==> config.mk <==
export PLATFORM = sky130hd
export DESIGN_NAME = gb_oam_dma
export DESIGN_NICKNAME = d
export VERILOG_FILES = /design/src/rtl/gb_oam_dma.sv
export SDC_FILE = /design/constraint.sdc
export NUM_CORES = 1
export LEC_CHECK = 0
export ABC_AREA = 1
export ABC_CLOCK_PERIOD_IN_PS = 1890
export BUFFER_PORTS_ARGS = -buffer_cell sky130_fd_sc_hd__buf_2
export CORE_ASPECT_RATIO = 0.6
export CORE_MARGIN = 8
export CORE_UTILIZATION = 26
export DETAILED_ROUTE_END_ITERATION = 16
export GPL_ROUTABILITY_DRIVEN = 0
export PLACE_DENSITY = 0.45
export SLEW_MARGIN = 25
export SYNTH_ARGS = -nofsm -noshare
export SYNTH_HDL_FRONTEND = slang
export SYNTH_SLANG_ARGS = --single-unit
==> constraint.sdc <==
create_clock -name clk -period 1.89 [get_ports clk]
set_input_delay 0.2835 -clock clk [delete_from_list [all_inputs] [get_ports clk]]
set_output_delay 0.2835 -clock clk [all_outputs]
set_load 0.01 [all_outputs]
==> src/rtl/gb_oam_dma.sv <==
// Game Boy OAM DMA engine: a write to the DMA register copies OAM_BYTES bytes
// from {src,8'h00} into OAM, one byte every BYTE_CYCLES clocks.
module gb_oam_dma #(
    parameter int unsigned OAM_BYTES    = 160,
    parameter int unsigned BYTE_CYCLES  = 4,
    parameter int unsigned START_DELAY  = 4,
    parameter logic [15:0] DMA_REG_ADDR = 16'hFF46
) (
    input  logic        clk,
    input  logic        reset,
    input  logic [15:0] cpu_A,
    input  logic [7:0]  cpu_dout,
    input  logic        cpu_mreq_n,
    input  logic        cpu_wr_n,
    input  logic        cpu_rd_n,
    output logic        reg_sel,
    output logic [7:0]  reg_rdata,
    output logic        dma_active,
    output logic [15:0] mem_addr,
    output logic        mem_rd,
    input  logic [7:0]  mem_rdata,
    output logic        oam_we,
    output logic [7:0]  oam_addr,
    output logic [7:0]  oam_wdata
);

    localparam int unsigned PW = (BYTE_CYCLES > 1) ? $clog2(BYTE_CYCLES) : 1;
    localparam int unsigned DW = (START_DELAY > 1) ? $clog2(START_DELAY) : 1;
    localparam logic [PW-1:0] PH_LAST  = PW'(BYTE_CYCLES - 1);
    localparam logic [DW-1:0] DLY_INIT = DW'(START_DELAY - 1);
    localparam logic [7:0]    IDX_LAST = 8'(OAM_BYTES - 1);

    typedef enum logic [1:0] {
        IDLE,
        DELAY,
        XFER
    } state_t;

    state_t        state_q, state_d;
    logic [DW-1:0] dcnt_q, dcnt_d;
    logic [PW-1:0] ph_q, ph_d;
    logic [7:0]    idx_q, idx_d;
    logic [7:0]    src_q, src_d;
    logic [7:0]    reg_q, reg_d;
    logic          wr_n_q, wr_n_d;
    logic          active_q, active_d;
    logic          mem_rd_q, mem_rd_d;
    logic [15:0]   mem_addr_q, mem_addr_d;
    logic          oam_we_q, oam_we_d;
    logic [7:0]    oam_addr_q, oam_addr_d;
    logic [7:0]    oam_wdata_q, oam_wdata_d;

    logic       trigger;
    logic [7:0] src_map;
    logic [7:0] idx_nx;

    always_comb begin
        reg_sel = !cpu_mreq_n && !cpu_rd_n && (cpu_A == DMA_REG_ADDR);
        trigger = !cpu_mreq_n && (cpu_A == DMA_REG_ADDR) && !cpu_wr_n && wr_n_q;
        src_map = (src_q >= 8'hE0) ? (src_q - 8'h20) : src_q;
        idx_nx  = idx_q + 8'd1;
    end

    // mem_rd/oam_we are registered one edge ahead of the phase they belong to:
    // mem_rd is visible while ph_q==0, oam_we follows the ph_q==PH_LAST cycle
    // in which mem_rdata is valid.
    always_comb begin
        state_d     = state_q;
        dcnt_d      = dcnt_q;
        ph_d        = ph_q;
        idx_d       = idx_q;
        src_d       = src_q;
        reg_d       = reg_q;
        wr_n_d      = cpu_wr_n;
        active_d    = active_q;
        mem_rd_d    = 1'b0;
        mem_addr_d  = mem_addr_q;
        oam_we_d    = 1'b0;
        oam_addr_d  = oam_addr_q;
        oam_wdata_d = oam_wdata_q;

        case (state_q)
            IDLE: ;
            DELAY: begin
                if (dcnt_q == '0) begin
                    state_d    = XFER;
                    idx_d      = '0;
                    ph_d       = '0;
                    mem_rd_d   = 1'b1;
                    mem_addr_d = {src_map, 8'h00};
                end else begin
                    dcnt_d = dcnt_q - DW'(1);
                end
            end
            XFER: begin
                if (ph_q == PH_LAST) begin
                    oam_we_d    = 1'b1;
                    oam_addr_d  = idx_q;
                    oam_wdata_d = mem_rdata;
                    if (idx_q == IDX_LAST) begin
                        state_d  = IDLE;
                        active_d = 1'b0;
                    end else begin
                        idx_d      = idx_nx;
                        ph_d       = '0;
                        mem_rd_d   = 1'b1;
                        mem_addr_d = {src_map, idx_nx};
                    end
                end else begin
                    ph_d = ph_q + PW'(1);
                end
            end
            default: state_d = IDLE;
        endcase

        // A retrigger drops any read about to issue but lets a pending OAM write retire.
        if (trigger) begin
            src_d      = cpu_dout;
            reg_d      = cpu_dout;
            state_d    = DELAY;
            dcnt_d     = DLY_INIT;
            idx_d      = '0;
            ph_d       = '0;
            active_d   = 1'b1;
            mem_rd_d   = 1'b0;
            mem_addr_d = mem_addr_q;
        end
    end

    always_ff @(posedge clk) begin
        if (reset) begin
            state_q     <= IDLE;
            dcnt_q      <= '0;
            ph_q        <= '0;
            idx_q       <= '0;
            src_q       <= '0;
            reg_q       <= 8'hFF;
            wr_n_q      <= 1'b1;
            active_q    <= 1'b0;
            mem_rd_q    <= 1'b0;
            mem_addr_q  <= '0;
            oam_we_q    <= 1'b0;
            oam_addr_q  <= '0;
            oam_wdata_q <= '0;
        end else begin
            state_q     <= state_d;
            dcnt_q      <= dcnt_d;
            ph_q        <= ph_d;
            idx_q       <= idx_d;
            src_q       <= src_d;
            reg_q       <= reg_d;
            wr_n_q      <= wr_n_d;
            active_q    <= active_d;
            mem_rd_q    <= mem_rd_d;
            mem_addr_q  <= mem_addr_d;
            oam_we_q    <= oam_we_d;
            oam_addr_q  <= oam_addr_d;
            oam_wdata_q <= oam_wdata_d;
        end
    end

    always_comb begin
        reg_rdata  = reg_q;
        dma_active = active_q;
        mem_rd     = mem_rd_q;
        mem_addr   = mem_addr_q;
        oam_we     = oam_we_q;
        oam_addr   = oam_addr_q;
        oam_wdata  = oam_wdata_q;
    end

endmodule

Word level (Yosys, flattened, before mapping)
Cells that the tools add are included.
{"block": "totals", "wordCells": 92, "reg_bits": 66, "in_bits": 37}
{"block": "classes", "magnitude_cmp": 1, "addsub": 4, "mux": 30, "bitwise_logic": 3, "reduce_logical": 25, "n_eq_ne": 15}
{"op": "16-bit two-way mux", "n": 3}
{"op": "8-bit two-way mux", "n": 4}
{"op": "16-bit case mux with 2 select lines", "n": 1}
{"op": "2-bit two-way mux", "n": 9}
{"op": "16-bit equality test (second input constant)", "n": 1}
{"op": "8-bit case mux with 2 select lines", "n": 1}
{"op": "2-bit inequality test (second input constant)", "n": 6}
{"op": "3-bit inequality test (second input constant)", "n": 4}
{"op": "4-bit AND reduction", "n": 3}
{"op": "2-bit nonzero test", "n": 5}
{"op": "1-bit two-way mux", "n": 9}
{"op": "8-bit by 1-bit adder with 8-bit output (second input constant)", "n": 1}
{"op": "8-bit equality test (second input constant)", "n": 1}
{"op": "8-bit greater-or-equal comparator (second input constant)", "n": 1}
{"op": "8-bit by 6-bit subtractor with 8-bit output (second input constant)", "n": 1}
{"op": "2-bit case mux with 3 select lines", "n": 1}
{"op": "3-bit AND reduction", "n": 2}
{"op": "1-bit logical AND", "n": 5}
{"op": "5-bit AND reduction", "n": 1}
{"op": "2-bit equality test (second input constant)", "n": 2}
{"op": "2-bit logical NOT", "n": 2}
{"op": "2-bit case mux with 2 select lines", "n": 1}
{"op": "2-bit AND reduction", "n": 2}
{"op": "2-bit OR reduction", "n": 2}
{"op": "other kinds (6)", "n": 10}

Logic depth before layout (Yosys ltp)
{"block": "logic_depth", "word_depth": 6, "mapped_depth": 12}

Least setup slack after synthesis
Ideal clock, no wire load.
{"block": "synth_timing", "path_type": "register to register", "from": "reg state_q[0]", "to": "reg mem_addr_q[14] (netlist: mem_addr[14])", "t_required_ns": 1.775, "stages_incl_launch_ff": 13, "period_less_slack_ns": 1.491, "t_arrival_ns": 1.376, "setup_ns": 0.115, "path_buffers": 2, "setup_slack_ns": 0.399, "path_cell_list": "dfxtp_1 -> inv_1 -> ha_1 -> clkbuf_2 -> nand2_1 -> nand2_1 -> nor2_1 -> nand2_1 -> inv_2 -> buf_6 -> nand3_1 -> nand2_1 -> nor2_1"}
{"block": "synth_via", "elab_chain_len": 3}
{"element": "start: declaration", "line": "39", "rtl": "state_t state_q, state_d;"}
{"element": "start signal: assignment", "line": "146", "rtl": "state_q <= state_d;"}
{"element": "2-bit equality test / 2-bit by 1-bit equality test with 1-bit output (equally long branches)", "line": "82", "rtl": "case (state_q)"}
{"element": "2-bit inequality test (no source line) / 2-bit nonzero test (equally long branches)"}
{"element": "5-bit AND reduction (no source line)"}
{"element": "end signal: assignment", "line": "155", "rtl": "mem_addr_q <= mem_addr_d;"}
{"element": "end: declaration", "line": "48", "rtl": "logic [15:0] mem_addr_q, mem_addr_d;"}
Several ways; a longest one is shown, not always the timed one.
A chain may end at the register's enable or synchronous reset.

Worst setup path after layout
{"block": "layout_timing", "from": "reg state_q[0]", "to": "reg idx_q[2]"}
{"block": "layout_via", "elab_chain_len": 3}
{"element": "2-bit equality test / 2-bit by 1-bit equality test with 1-bit output (equally long branches)", "line": "82"}
{"element": "2-bit inequality test (no source line) / 2-bit nonzero test (equally long branches)"}
{"element": "4-bit AND reduction (no source line)"}
{"element": "end signal: assignment", "line": "149", "rtl": "idx_q <= idx_d;"}
{"element": "end: declaration", "line": "42", "rtl": "logic [7:0] idx_q, idx_d;"}
Several ways; a longest one is shown, not always the timed one.

==> flow_summary.ini <==
[logic_synthesis]
synth_top_cells_by_count = nand2_1, dfxtp_1, nor2_1
dominant_combinational_cell_family_by_area_after_synthesis = simple AND/OR/NAND/NOR gates
synth_adder_area_share_pct = 3.007
synthesis.area_per_instance_um2 = 7.319
postSynth.topFlopCell = dfxtp_1
yosys.area_share.simple_pct = 31.70
synth.yosys.seq_area_share_pct = 45.36
synth_nets = 442
netlist-cell-type-count = 28
multiplexer_fraction_of_the_synthesized_cell_area_pct = 0
yosys_register_bits = 66
post_synth_xor_area_fraction_pct = 0.6014
synth-edff-count = 0
synthTopCellsByArea = dfxtp_1, nand2_1, nor2_1, nand3_1, a21oi_1
synth_compound_gate_area_share_pct = 10.57
yosys.cell_count.top_type = nand2_1
post_synth_inst_count = 398
area_share_of_the_largest_cell_type_after_synthesis_pct = 45.36
yosysWarningCount = 0
yosys.area.top_type = dfxtp_1
proportion_of_synthesized_flip_flops_having_asynchronous_set_or_reset_pct = 0
mappedNetlistArea_mm2 = 0.002913

[power_and_ir_drop]
clock_power_share_pct = 43.9
peakVddDrop_v = 0.0004345
netSwitchingPower_w = 0.0008442
share_seq_of_total_power_pct = 44.0
leakagePower_nw = 1.761
combinational_fraction_of_design_power_pct = 12.0
netSwitchingFraction_pct = 24.85
pwr_density_cell_mw_per_mm2 = 904.2
intPower_w = 0.002553

[clock_network]
cts_htree_levels = 3
cts_sinks = 66
path_clk_slew_ns = 0.05
clock_latency_ns = 0.33
cts.path.max_buffers = 2
post_cts.repair.setup_buffers = 0
cts_inserted_buffers = 9
clock_tree_from_tritoncts = built
clk_root_buffer_cell = clkbuf_16

[drt]
drt_iter0_markers = 119
drt_wl_total_um = 8115
viasPerCell = 4.284
average_wire_length_per_cell_after_detail_routing_um = 12.94
remaining_drcs = 0
route.vias.total = 2686
number_of_optimization_iterations_in_the_first_detailed_route_pass = 4
drtAntennaViolNets = 0

[min_path]
timing.hold.worst.class = input port to flop
hold_depth = 2

[sta]
rsz0062_at_grt = false
final-setup-viol-count = 0
timing.final.ws_setup_ns = 0.1721
finalSetupTns_ns = 0
timing.final.crit_period_ns = 1.718
skew_ns = 0.004029
maxSlewHeadroom_pct = 75.34
hold_violations = 0
final_min_period_over_clock_period_pct = 90.90
slew_violations = 0
worst_pin_slew_ns = 0.3695
max_freq_mhz = 582.1

[placed_design]
placed_cells_incl_taps = 614
dp_hpwl_um = 5969
post-place-ws_ns = 0.06422
io_buffer_count = 80

[global_route]
grt_pass1_vias = 2638
grt_pass1_wl_um = 13420
grt_antenna_before_repair = 0
grt-ovfl-total = 0
grt_max_degree = 35
grt_util_all_layers_pct = 11.29

[final_layout]
n_fill_cell = 1227
multi_input_area_mm2 = 0.001336
insertedDiodeCount = 0
post_layout_nonfiller_instances = 627
final_net_count = 525
area_growth_pct = 28.99
drive_gt1_share_pct = 23.60
seqCellArea_mm2 = 0.001321

[worst_setup_path]
reg2reg_depth = 7
worst-setup-path-type = flop to flop
setup.worst_path.end_class = flop
crit_fanout = 15
cp_data_required_time_ns = 2.11
timing.critical_path.from_type = flop
crit_arrival_ns = 1.94

[flow_run]
drv.max_cap_violation_count = 0

[floorplanning]
core_area_mm2 = 0.01111
core.rowCount = 30
chipHeight_um = 97.99
die_w_um = 152.6
io_pins = 81
die_area_mm2 = 0.01496
initial_utilization_pct = 26.22

[run_status]
status = finished, final reports clean
-- worst max-delay path, stage by stage, from the launching register on --
cell and delay, ns:
dfxtp_1 0.32, inv_1 0.08, ha_1 0.25, inv_1 0.14, o21ai_4 0.23, nand3_2 0.31
a21oi_1 0.22, nor2_1 0.06
-- registers in the layout, indices dropped and copies added (netlist names) --
signal and cells:
src_q 8, wr_n_q 1, idx_q 8, oam_addr 8, reg_rdata 8, ph_q 2
oam_we 1, dcnt_q 2, mem_rd 1, oam_wdata 8, state_q 2, mem_addr 16
dma_active 1
-- final cells by class --
class / instances / share of cell area [%]
Clock buffer: 13 / 6.926
Inverter: 35 / 3.630
Sequential cell: 66 / 35.16
Multi-Input combinational cell: 276 / 35.56
Tap cell: 144 / 4.795
Timing Repair Buffer: 93 / 13.92
-- stage by stage --
step | utilization, % | power [W] | hold WS, ns | area (µm²)
final | 33.82 | 0.003397 | 0.1740 | 3757
after global routing | 33.82 | 0.003583 | 0.1591 | 3757
after CTS | 33.77 | 0.003450 | 0.1581 | 3752
after detailed placement | 31.43 | 0.001933 | 0.4462 | 3492
after global placement | 31.43 | 0.001931 | 0.4429 | 3492
after floorplan | - | 0.001801 | 0.3901 | 2913
-- layer usage --
metal	track usage, %	vias to the layer above	wire (µm)
met1	15.38	1175	4434
li1	-	1448	-
met5	0	-	0
met3	4.894	12	461
met2	15.26	51	3112
met4	4.085	0	107
-- worst paths after layout --
| path | end | startpoint | slack, ns |
|---|---|---|---|
| min reg2reg | reg_rdata[7] | reg_rdata[7] | 0.45 |
| min | wr_n_q | cpu_wr_n | 0.17 |
| max | idx_q[2] | state_q[0] | 0.17 |
| max reg2reg | idx_q[2] | state_q[0] | 0.17 |
-- cell families (layout without fill, tap and decap cells) --
family | count (synthesis) | after routing
compound gates | 58 | 58
xor+xnor | 2 | 2
fa+ha+maj | 7 | 7
buf+inv | 56 | 141
flops | 66 | 66
simple gates | 209 | 209
-- power by group through the flow --
| stage | clock (W) | combinational (W) | sequential, W |
|---|---|---|---|
| after floorplan | 0 | 0.000266 | 0.00153 |
| after global routing | 0.00160 | 0.000476 | 0.00150 |
| after detailed placement | 0 | 0.000410 | 0.00152 |
| final | 0.00149 | 0.000409 | 0.00150 |
| after CTS | 0.00154 | 0.000411 | 0.00150 |
| after global placement | 0 | 0.000406 | 0.00152 |
-- placed cells by master (no fill, tap or decap) --
master	n
clkbuf_16	9
buf_2	80
nor2_1	63
a21oi_1	32
nor3_1	4
dfxtp_1	66
nand4_1	10
nor3_2	1
buf_12	2
nand3_1	38
o21ai_0	22
nor2b_1	2
a21boi_0	1
a31oi_1	1
or2_2	1
nand2_2	1
inv_6	1
a211oi_1	1
o21ai_4	1
clkbuf_8	2
clkbuf_1	2
ha_1	7
nand2_1	81
nor2_4	2
nand3b_1	3
nand3_2	3
buf_4	11
xor2_1	2
inv_1	34
-- timing repair --
action                     CTS  global route
hold buffers                 0             0
setup endpoints to repair    0            16
resized for setup            0             3
No activity file was read; power rests on OpenSTA's default activity.
